==> src/rtl/phy_lane_sched.sv <==
// phy_lane_sched: round-robin scheduler merging two buffered byte lanes onto one slotted PHY stream.
module phy_lane_sched #(
  parameter int DEPTH = 4,
  parameter int SLOT_CYCLES = 2,
  parameter int TRAIN_WORDS = 4,
  parameter logic [7:0] COMMA = 8'hBC
) (
  input  logic       clk_8f,
  input  logic       reset_L,
  input  logic       enable,
  input  logic [7:0] data_in_0,
  input  logic       valid_in_0,
  output logic       ready_0,
  input  logic [7:0] data_in_1,
  input  logic       valid_in_1,
  output logic       ready_1,
  output logic [7:0] data_out,
  output logic       valid_out,
  output logic       lane_out,
  output logic       sync_done
);
  localparam int AW = $clog2(DEPTH);
  localparam int SW = SLOT_CYCLES > 1 ? $clog2(SLOT_CYCLES) : 1;
  localparam int TW = TRAIN_WORDS > 1 ? $clog2(TRAIN_WORDS) : 1;
  typedef enum logic [1:0] {IDLE, TRAIN, RUN} state_t;
  state_t state, state_nx;
  logic [SW-1:0] slot_cnt;
  logic [TW-1:0] train_cnt;
  logic last_lane;
  logic [7:0] mem [2][DEPTH];
  logic [7:0] din [2];
  logic [AW-1:0] wp [2], rp [2];
  logic [AW:0] cnt [2], cnt_nx [2];
  logic [1:0] push, pop, ne;
  logic strobe, sched, sel, any;
  assign din[0] = data_in_0;
  assign din[1] = data_in_1;
  assign strobe = slot_cnt == SW'(SLOT_CYCLES - 1);
  assign sched = state == RUN && strobe && enable;
  assign ne = {cnt[1] != '0, cnt[0] != '0};
  assign any = |ne;
  // Prefer the lane not served last; fall back to the other one.
  assign sel = ne[!last_lane] ? !last_lane : last_lane;
  assign push = {valid_in_1, valid_in_0} & {ready_1, ready_0};
  assign pop = (sched && any) ? (2'b01 << sel) : 2'b00;
  always_comb begin
    state_nx = !enable ? IDLE :
               state == IDLE ? TRAIN :
               (state == TRAIN && strobe && train_cnt == TW'(TRAIN_WORDS - 1)) ? RUN : state;
    for (int k = 0; k < 2; k++)
      cnt_nx[k] = enable ? cnt[k] + (AW+1)'(push[k]) - (AW+1)'(pop[k]) : '0;
  end
  always_ff @(posedge clk_8f) begin
    for (int k = 0; k < 2; k++)
      if (push[k]) mem[k][wp[k]] <= din[k];
  end
  always_ff @(posedge clk_8f or negedge reset_L) begin
    if (!reset_L) begin
      state <= IDLE;
      slot_cnt <= '0;
      train_cnt <= '0;
      last_lane <= 1'b1;
      data_out <= COMMA;
      valid_out <= 1'b0;
      lane_out <= 1'b0;
      sync_done <= 1'b0;
      ready_0 <= 1'b0;
      ready_1 <= 1'b0;
      for (int k = 0; k < 2; k++) begin
        wp[k] <= '0;
        rp[k] <= '0;
        cnt[k] <= '0;
      end
    end else begin
      state <= state_nx;
      slot_cnt <= (!enable || strobe) ? '0 : slot_cnt + 1'b1;
      train_cnt <= !enable ? '0 : (state == TRAIN && strobe) ? train_cnt + 1'b1 : train_cnt;
      sync_done <= state_nx == RUN;
      // Registered from next count so a full FIFO never sees ready high.
      ready_0 <= enable && cnt_nx[0] < (AW+1)'(DEPTH);
      ready_1 <= enable && cnt_nx[1] < (AW+1)'(DEPTH);
      for (int k = 0; k < 2; k++) begin
        cnt[k] <= cnt_nx[k];
        wp[k] <= !enable ? '0 : wp[k] + AW'(push[k]);
        rp[k] <= !enable ? '0 : rp[k] + AW'(pop[k]);
      end
      if (!enable) begin
        data_out <= COMMA;
        valid_out <= 1'b0;
        lane_out <= 1'b0;
        last_lane <= 1'b1;
      end else if (sched) begin
        data_out <= any ? mem[sel][rp[sel]] : COMMA;
        valid_out <= any;
        lane_out <= any & sel;
        last_lane <= any ? sel : last_lane;
      end else if (state == TRAIN && strobe) begin
        data_out <= COMMA;
        valid_out <= 1'b0;
        lane_out <= 1'b0;
      end
    end
  end
endmodule

==> config.mk <==
export PLATFORM = sky130hd
export DESIGN_NAME = phy_lane_sched
export DESIGN_NICKNAME = d
export VERILOG_FILES = /design/src/rtl/phy_lane_sched.sv
export SDC_FILE = /design/constraint.sdc
export NUM_CORES = 1
export LEC_CHECK = 0
export CORE_MARGIN = 4
export CORE_UTILIZATION = 40
export DETAILED_ROUTE_END_ITERATION = 16
export SLEW_MARGIN = 30
export SYNTH_ARGS = -nofsm -noshare
export SYNTH_HDL_FRONTEND = slang
export SYNTH_SLANG_ARGS = --single-unit
==> constraint.sdc <==
create_clock -name clk_8f -period 5.67 [get_ports clk_8f]
set_input_delay 0.567 -clock clk_8f [delete_from_list [all_inputs] [get_ports clk_8f]]
set_output_delay 0.567 -clock clk_8f [all_outputs]
set_load 0.01 [all_outputs]
Word-level counts from Yosys, hierarchy flattened
Memory sizes are Yosys's and may differ from the RTL's.
Index checks and enable logic that the tools add are counted.
Word-level totals
  memories kept: 1
  word-level logic and storage cells: 110
  RAM bits: 64
  input bits: 21
  output and inout port bits: 13
  flip-flop bits (word level): 33
Cells by class
  eq/ne operators: 8
  multiplexer cells: 42
  bitwise operators: 6
  shift operators: 1
  order comparisons: 9
  add/subtract/negate cells: 10
  reduce and logical (&&, ||, !) cells: 17
Memory list
  mem: words 2, width 32, read ports 1, clocked after Yosys merged registers in 0, wr ports 2, RTL line 30  | logic [7:0] mem [2][DEPTH];
Operators by type and width (count)
  $mux 32: 2
  $mux 8: 8
  $demux 8 s2: 2
  $mux 2: 13
  $bmux 8 s2: 1
  $mux 1: 14
  $ge 3x3->1 const B: 3
  $logic_and 1x1->1: 9
  $not 2->3: 3
  $add 2x1->2: 4
  $add 3x1->3: 2
  $eq 2x2->1 const B: 3
  $lt 3x1->1 const B: 2
  $lt 3x3->1 const B: 2
  $mux 3: 2
  $ne 2x1->1 const B: 3
  $reduce_bool 3->1: 2
  $sub 3x1->3: 2
  $ne 3x1->1 const B: 1
  $add 2x1->2 const B: 1
  $and 2x2->2: 1
  $eq 2x1->1 const B: 1
  $ge 2x2->1 const B: 1
  $logic_not 1->1: 2
  other kinds (9): 9

Longest topological paths before layout
Gate-level depths: netlist of the first run.
  depth after elaboration: 15
  gate-level depth with buffers: 10
  mapped depth without buffers: 9

Worst setup path after synthesis of the first run
OpenSTA, ideal clock, no wires.
  path kind: input to register
  start: in enable
  end: reg ready_1
  library setup time: 0.119 ns
  stages: 10
  required time: 5.551 ns
  data arrival time: 2.257 ns
  setup slack: 3.294 ns
  buffers on the path: 1
  path through: and4b_1 buf_2 nand3_1 xnor2_1 ha_1 inv_1 fa_1 xor2_1 xnor2_1 and2_1
On the way
  word-level cells in the longest chain between the ends: 7
RTL lines
  start, declared: RTL line 10  | input logic enable,
  $logic_and 1x1->1: RTL line 39  | assign sched = state == RUN && strobe && enable;
  $logic_and 1x1->1: RTL line 45  | assign pop = (sched && any) ? (2'b01 << sel) : 2'b00;
  $mux 2: RTL line 45
  $sub 3x1->3: RTL line 51  | cnt_nx[k] = enable ? cnt[k] + (AW+1)'(push[k]) - (AW+1)'(pop[k]) : '0;
  $mux 3: RTL line 51
  $lt 3x3->1: RTL line 81  | ready_1 <= enable && cnt_nx[1] < (AW+1)'(DEPTH);
  $logic_and 1x1->1 *: RTL line 81
  end signal, assigned: RTL line 81
  end, declared: RTL line 16  | output logic ready_1,
Every way passes the cells marked *; elsewhere a longest branch is shown, timed or not.
A chain may end at the register's enable or synchronous reset.

Final worst setup path of the first run
Same ends and word-level chain as after synthesis.

==> impl_metrics.sql, run 1 <==
INSERT INTO impl_metrics (metric_group, metric, value, unit) VALUES
('outcome', 'outcome', 'finished clean', ''),
('hold_path', 'min_path_type', 'flip-flop to flip-flop', ''),
('clock_tree', 'h_tree_level_count', '3', ''),
('yosys', 'yosys.area_share.xor_xnor', '0.0238', ''),
('yosys', 'synth_compound_area_frac', '0.0444', ''),
('worst_setup_path', 'cp_max_fo', '25', ''),
('yosys', 'yosys_most_used_dff', 'edfxtp_1', ''),
('worst_setup_path', 'worst-setup-path-type', 'input port to flip-flop', ''),
('yosys', 'simple_gate_fraction_of_synth_area', '0.0966', ''),
('yosys', 'syn_inst', '274', ''),
('global_routing', 'via_count_of_the_first_global_routing_pass', '2298', ''),
('finish', 'fraction_of_final_layout_cells_with_drive_strength_greater_than_1', '0.151', ''),
('yosys', 'synth_top_family_by_area', 'multiplexers', ''),
('sta', 'rsz0062_at_grt', 'no', ''),
('power', 'report.power.total', '0.00140', 'W'),
('floorplanning', 'num_io_pins', '34', ''),
('placement', 'replace_congestion', '0.741', ''),
('finish', 'area.growth.synth_to_final', '17.6', '%'),
('yosys', 'netlist_top_cells_area', 'edfxtp_1 (47%), dfrtp_1 (17%), mux2i_1 (3.9%)', ''),
('yosys', 'avgSynthCellArea', '14.8', 'um2'),
('sta', 'finalHoldWorstSlack', '0.484', 'ns'),
('placement', 'placed_cells', '436', ''),
('yosys', 'synth_area', '0.00406', 'mm2'),
('placement', 'io_buffers', '33', ''),
('finish', 'layout.nets', '342', ''),
('detailed_routing', 'drc', '0', ''),
('yosys', 'yosys.cell_types.count', '36', ''),
('floorplanning', 'placementRows', '36', ''),
('sta', 'clock_period_minus_final_worst_setup_slack', '3.34', 'ns'),
('global_routing', 'antenna_found_initial', '0', ''),
('detailed_routing', 'remaining_antenna_violation_count', '0', ''),
('clock_tree', 'cts_repair_resize_count', '0', ''),
('yosys', 'async_flop_share', '0.340', ''),
('detailed_routing', 'detail_route.vias_per_cell', '5.01', ''),
('detailed_routing', 'post_drt_wl_per_cell', '16.8', 'um'),
('finish', 'n_antenna_cell', '0', ''),
('yosys', 'synth_sequential_area_ratio', '0.679', ''),
('hold_path', 'min_delay_worst_endpoint', 'valid_out', ''),
('sta', 'max_slew.worst_pin.slew', '0.771', 'ns'),
('clock_tree', 'clkSlewWorstSetupHoldPaths', '0.08', 'ns'),
('yosys', 'warning_count_from_the_yosys_run', '0', ''),
('hold_path', 'hold_path.startpoint', 'valid_out', ''),
('yosys', 'arithmetic_cell_share_of_the_synthesized_area_counting_full_adders_half_adders_and_majority_gates', '0.0253', ''),
('floorplanning', 'core_area', '0.00982', 'mm2'),
('yosys', 'netlist_top_cells_count', 'edfxtp_1 (64), dfrtp_1 (27), nand2_1 (22), mux2i_1 (16), nor2_1 (16)', ''),
('worst_setup_path', 'critical_path.reg2reg.endpoint', 'ready_1', ''),
('sta', 'relSlewSlack', '0.486', ''),
('power', 'power.density_cell_area', '293', 'mW/mm2'),
('worst_setup_path', 'worst-endpoint-required', '5.92', 'ns'),
('yosys', 'synth_seq_cells', '97', ''),
('sta', 'fin_worst_skew', '0.00841', 'ns'),
('global_routing', 'grt_overflow_total', '0', ''),
('clock_tree', 'numCtsBuffers', '9', ''),
('clock_tree', 'clockRootBuffer', 'clkbuf_8', ''),
('clock_tree', 'clock_tree.buffer_depth', '2', ''),
('clock_tree', 'clock_sinks', '97', ''),
('finish', 'finish.cell_count_without_fillers', '451', ''),
('yosys', 'synth_largest_area_cell', 'edfxtp_1', ''),
('sta', 'max_freq', '299', 'MHz'),
('clock_tree', 'cts_tree', 'done', ''),
('global_routing', 'grt_first_pass_wirelength', '12.3', 'mm'),
('placement', 'dpl.hpwl', '5.27', 'mm'),
('clock_tree', 'post_cts_setup_buffer_count', '0', ''),
('global_routing', 'pin_count_of_the_biggest_net_entering_global_routing', '34', ''),
('worst_setup_path', 'r2r.worst_path.cells', '9', ''),
('worst_setup_path', 'critical_path.reg2reg.startpoint', 'state[0]', ''),
('floorplanning', 'die_height', '109', 'um'),
('sta', 'hold_viol', '0', ''),
('detailed_routing', 'dr.pass1.iters', '4', ''),
('hold_path', 'timing.hold.worst_path_depth', '2', ''),
('detailed_routing', 'detail_route.iter0.violations', '118', '');
==> kinds of logic after synthesis <==
kind of cell / after synthesis
mux: 35
simple gates: 77
xor+xnor: 11
flops: 97
compound gates: 29
fa+ha+maj: 7
buf+inv: 18
==> area by class of cell <==
cell class / count / area [um2]
Multi-Input combinational cell: 159 / 1220
Timing Repair Buffer: 40 / 383
Clock buffer: 9 / 124
Clock inverter: 6 / 90.1
Tap cell: 133 / 166
Inverter: 7 / 26.3
Fill cell: 924 / 5050
Sequential cell: 97 / 2760
==> metrics by stage <==
step	area (um2)	utilization	worst slack [ns]
6_report	4770	0.486	2.33
3_3_place_gp	4550	0.464	2.00
3_5_place_dp	4550	0.464	1.96
5_1_grt	4770	0.486	2.09
2_1_floorplan	4060	-	3.29
4_1_cts	4770	0.486	2.34
==> cells in the final DEF, fill, tap and decap left out, drive strengths merged, types with 7 or more instances in the layout <==
master,netlist,final
inv,7,9
mux2i,17,17
nor2b,8,8
o21ai,9,9
clkdlybuf4s50,0,33
mux2,12,12
nand2,22,22
nor2,16,16
xnor2,8,8
dfrtp,27,27
and2,12,12
buf,7,7
edfxtp,64,64
clkbuf,4,9
==> report_power, final <==
part           internal [W]  switching (W)  total, W
Sequential         0.000781      0.0000131  0.000794
Clock              0.000248       0.000233  0.000482
Combinational     0.0000554      0.0000679  0.000123
Total               0.00108       0.000314   0.00140
==> registers in the layout, indices dropped and copies added (netlist names), 2 cells and up <==
signal     flops
data_out       8
mem           64
rp             4
wp             4
train_cnt      2
state          2
cnt            6
==> per-layer routing <==
| layer | vias to the layer above | global-route usage | wire length (um) |
|---|---|---|---|
| met5 | - | 0 | 0 |
| met4 | 0 | 0.0460 | 60 |
| met1 | 1127 | 0.190 | 3480 |
| met3 | 6 | 0.0409 | 336 |
| li1 | 1082 | - | - |
| met2 | 46 | 0.224 | 3690 |
==> how the worst max path moves through the flow <==
| stage | start | to | cells past startpoint |
|---|---|---|---|
| detailed placement | enable | ready_1 | 10 |
| floorplan | enable | ready_1 | 10 |
| global placement | enable | ready_1 | 10 |
| finish | enable | ready_1 | 10 |
| CTS | enable | ready_1 | 10 |
| global route | enable | ready_1 | 10 |
==> critical path: stages <==
cell and delay, ns:
clkdlybuf4s50_1 0.94, and4b_1 0.51, nand3_1 0.30, xnor2_1 0.24
ha_1 0.16, inv_1 0.05, fa_1 0.37, xor2_1 0.16
xnor2_1 0.14, and2_1 0.15
Note: power is estimated with default switching activity, not from simulation.
==> run 2: changes to the inputs <==
==> constraint.sdc (replaced) <==
create_clock -name clk_8f -period 2.9 [get_ports clk_8f]
set_input_delay 0.29 -clock clk_8f [delete_from_list [all_inputs] [get_ports clk_8f]]
set_output_delay 0.29 -clock clk_8f [all_outputs]
set_load 0.01 [all_outputs]
==> impl_metrics.sql, run 2 (synthesized netlist as in run 1, its figures left out) <==
INSERT INTO impl_metrics (metric_group, metric, value, unit) VALUES
('power', 'worst_ir_drop_vdd', '0.304', 'mV'),
('detailed_routing', 'detail_route.vias_per_cell', '4.92', ''),
('worst_setup_path', 'worst-endpoint-required', '3.16', 'ns'),
('floorplanning', 'start_util', '0.413', ''),
('sta', 'layout_worst_path_cycle_share', '0.853', ''),
('finish', 'regArea', '0.00276', 'mm2'),
('worst_setup_path', 'cp_max_fo', '6', ''),
('sta', 'slew_violations', '0', ''),
('finish', 'n_antenna_cell', '0', ''),
('sta', 'max_slew.worst_pin.slew', '0.733', 'ns'),
('finish', 'final_common_cell', 'edfxtp_1', ''),
('worst_setup_path', 'worst-setup-path-type', 'flip-flop to flip-flop', ''),
('detailed_routing', 'wl', '7.47', 'mm'),
('worst_setup_path', 'data_arrival_time_of_the_critical_path', '2.73', 'ns'),
('detailed_routing', 'dr.pass1.iters', '4', ''),
('floorplanning', 'die_height', '109', 'um'),
('worst_setup_path', 'r2r.worst_path.cells', '9', ''),
('worst_setup_path', 'reg_to_reg_setup_timing_slack', '0.43', 'ns'),
('global_routing', 'gr-max-usage-layer', 'met2', ''),
('sta', 'rsz0062_at_grt', 'no', ''),
('clock_tree', 'cts_tree', 'done', ''),
('placement', 'placed_cells', '440', ''),
('placement', 'dpl.hpwl', '5.24', 'mm'),
('finish', 'largest_reg_flops', '64', ''),
('global_routing', 'pin_count_of_the_biggest_net_entering_global_routing', '34', ''),
('sta', 'fin_worst_skew', '0.00897', 'ns'),
('global_routing', 'global_route.usage.met1', '0.206', ''),
('sta', 'clock_period_minus_final_worst_setup_slack', '2.47', 'ns'),
('global_routing', 'via_count_of_the_first_global_routing_pass', '2317', ''),
('clock_tree', 'clk-insertion-delay-late', '0.36', 'ns'),
('finish', 'layout.nets', '346', ''),
('placement', 'replace_congestion', '0.737', ''),
('outcome', 'outcome', 'finished clean', ''),
('global_routing', 'grt_first_pass_wirelength', '12.4', 'mm'),
('floorplanning', 'core_area', '0.00982', 'mm2'),
('floorplanning', 'num_io_pins', '34', ''),
('floorplanning', 'floorplan.die.width', '109', 'um'),
('sta', 'relSlewSlack', '0.506', ''),
('sta', 'hold_viol', '0', ''),
('floorplanning', 'fp.dieArea', '0.0118', 'mm2'),
('detailed_routing', 'post_drt_wl_per_cell', '16.4', 'um'),
('power', 'power.leakage', '1.73', 'nW'),
('clock_tree', 'clkSlewWorstSetupHoldPaths', '0.10', 'ns'),
('finish', 'area.growth.synth_to_final', '17.4', '%'),
('finish', 'layout.cells.most_common_list', 'edfxtp_1 (64), clkdlybuf4s50_1 (33), dfrtp_1 (27)', ''),
('worst_setup_path', 'critical_path.endpoint_type', 'flip-flop', ''),
('sta', 'max_freq', '404', 'MHz'),
('worst_setup_path', 'start_kind', 'flip-flop', ''),
('clock_tree', 'post_cts_setup_buffer_count', '0', ''),
('global_routing', 'antenna_found_initial', '0', ''),
('clock_tree', 'clockRootBuffer', 'clkbuf_8', ''),
('placement', 'io_buffers', '33', ''),
('clock_tree', 'cts_repair_resize_count', '0', ''),
('detailed_routing', 'detail_route.iter0.violations', '75', ''),
('detailed_routing', 'dr_total_vias', '2242', ''),
('sta', 'final-setup-viol-count', '0', ''),
('global_routing', 'grt.met2_usage', '0.214', ''),
('floorplanning', 'placementRows', '36', ''),
('global_routing', 'global_route.usage.total', '0.144', ''),
('clock_tree', 'cts_hold_repair.buffers', '0', ''),
('clock_tree', 'clock_tree.buffer_depth', '2', ''),
('global_routing', 'grt_overflow_total', '0', ''),
('hold_path', 'min_path_type', 'input port to asynchronous set/reset pin', ''),
('clock_tree', 'clock_sinks', '97', ''),
('sta', 'accumulated_negative_setup_slack', '0', 'ns'),
('clock_tree', 'h_tree_level_count', '3', ''),
('detailed_routing', 'remaining_antenna_violation_count', '0', ''),
('run', 'timing.max_cap.violations', '0', ''),
('detailed_routing', 'drc', '0', ''),
('clock_tree', 'numCtsBuffers', '9', ''),
('finish', 'filler_cell_count', '895', ''),
('global_routing', 'met3_usage_in_global_routing', '0.0314', ''),
('finish', 'finish.cell_count_without_fillers', '456', ''),
('finish', 'multiInputGateArea', '0.00122', 'mm2'),
('finish', 'fraction_of_final_layout_cells_with_drive_strength_greater_than_1', '0.164', ''),
('power', 'power.density_cell_area', '545', 'mW/mm2');
-- run 2: layer usage --
metal  wire (um)  up-vias
met4         113        0
li1            -     1085
met1        3480     1110
met3         325       10
met5           0        -
met2        3550       37
-- run 2: area by class of cell --
type,instances,share of cell area
sequential,97,0.579
timing repair buffer,44,0.0867
clock inverter,6,0.0102
inverter,7,0.00552
tap,133,0.0350
multi-input combinational,159,0.257
clock buffer,10,0.0268
-- run 2: final timing paths --
check | from | endpoint
worst max-delay path | cnt[4] | cnt[5]
worst min-delay path | reset_L | valid_out
worst max register to register | cnt[4] | cnt[5]
worst min register to register | data_out[6] | data_out[6]
max in group asynchronous | reset_L | data_out[5]
min in group clk_8f | data_out[6] | data_out[6]
-- run 2: critical path, cell delays in order, from the launching register on --
cell and delay, ns:
dfrtp_1 0.41, or3_1 0.49, o211ai_1 0.20, nand2b_1 0.19
nand2_1 0.07, ha_1 0.19, fa_1 0.38, xnor2_1 0.14
xnor2_1 0.14, and2_1 0.16
-- run 2: power breakdown --
group	internal, W	total, W	switching (W)
registers	0.00153	0.00155	0.0000250
logic	0.000109	0.000242	0.000132
clock network	0.000321	0.000801	0.000480
-- run 2: through the flow --
stage               cell area, um2  total power, W  setup WS, ns  hold WS (ns)  utilization
finish                        4760         0.00259         0.426         0.321        0.485
global route                  4760         0.00272         0.297         0.368        0.485
CTS                           4760         0.00263         0.416         0.320        0.485
detailed placement            4580         0.00183         0.383         0.472        0.467
global placement              4580         0.00182         0.426         0.462        0.467
floorplan                     4060         0.00172         0.573      -0.00559            -
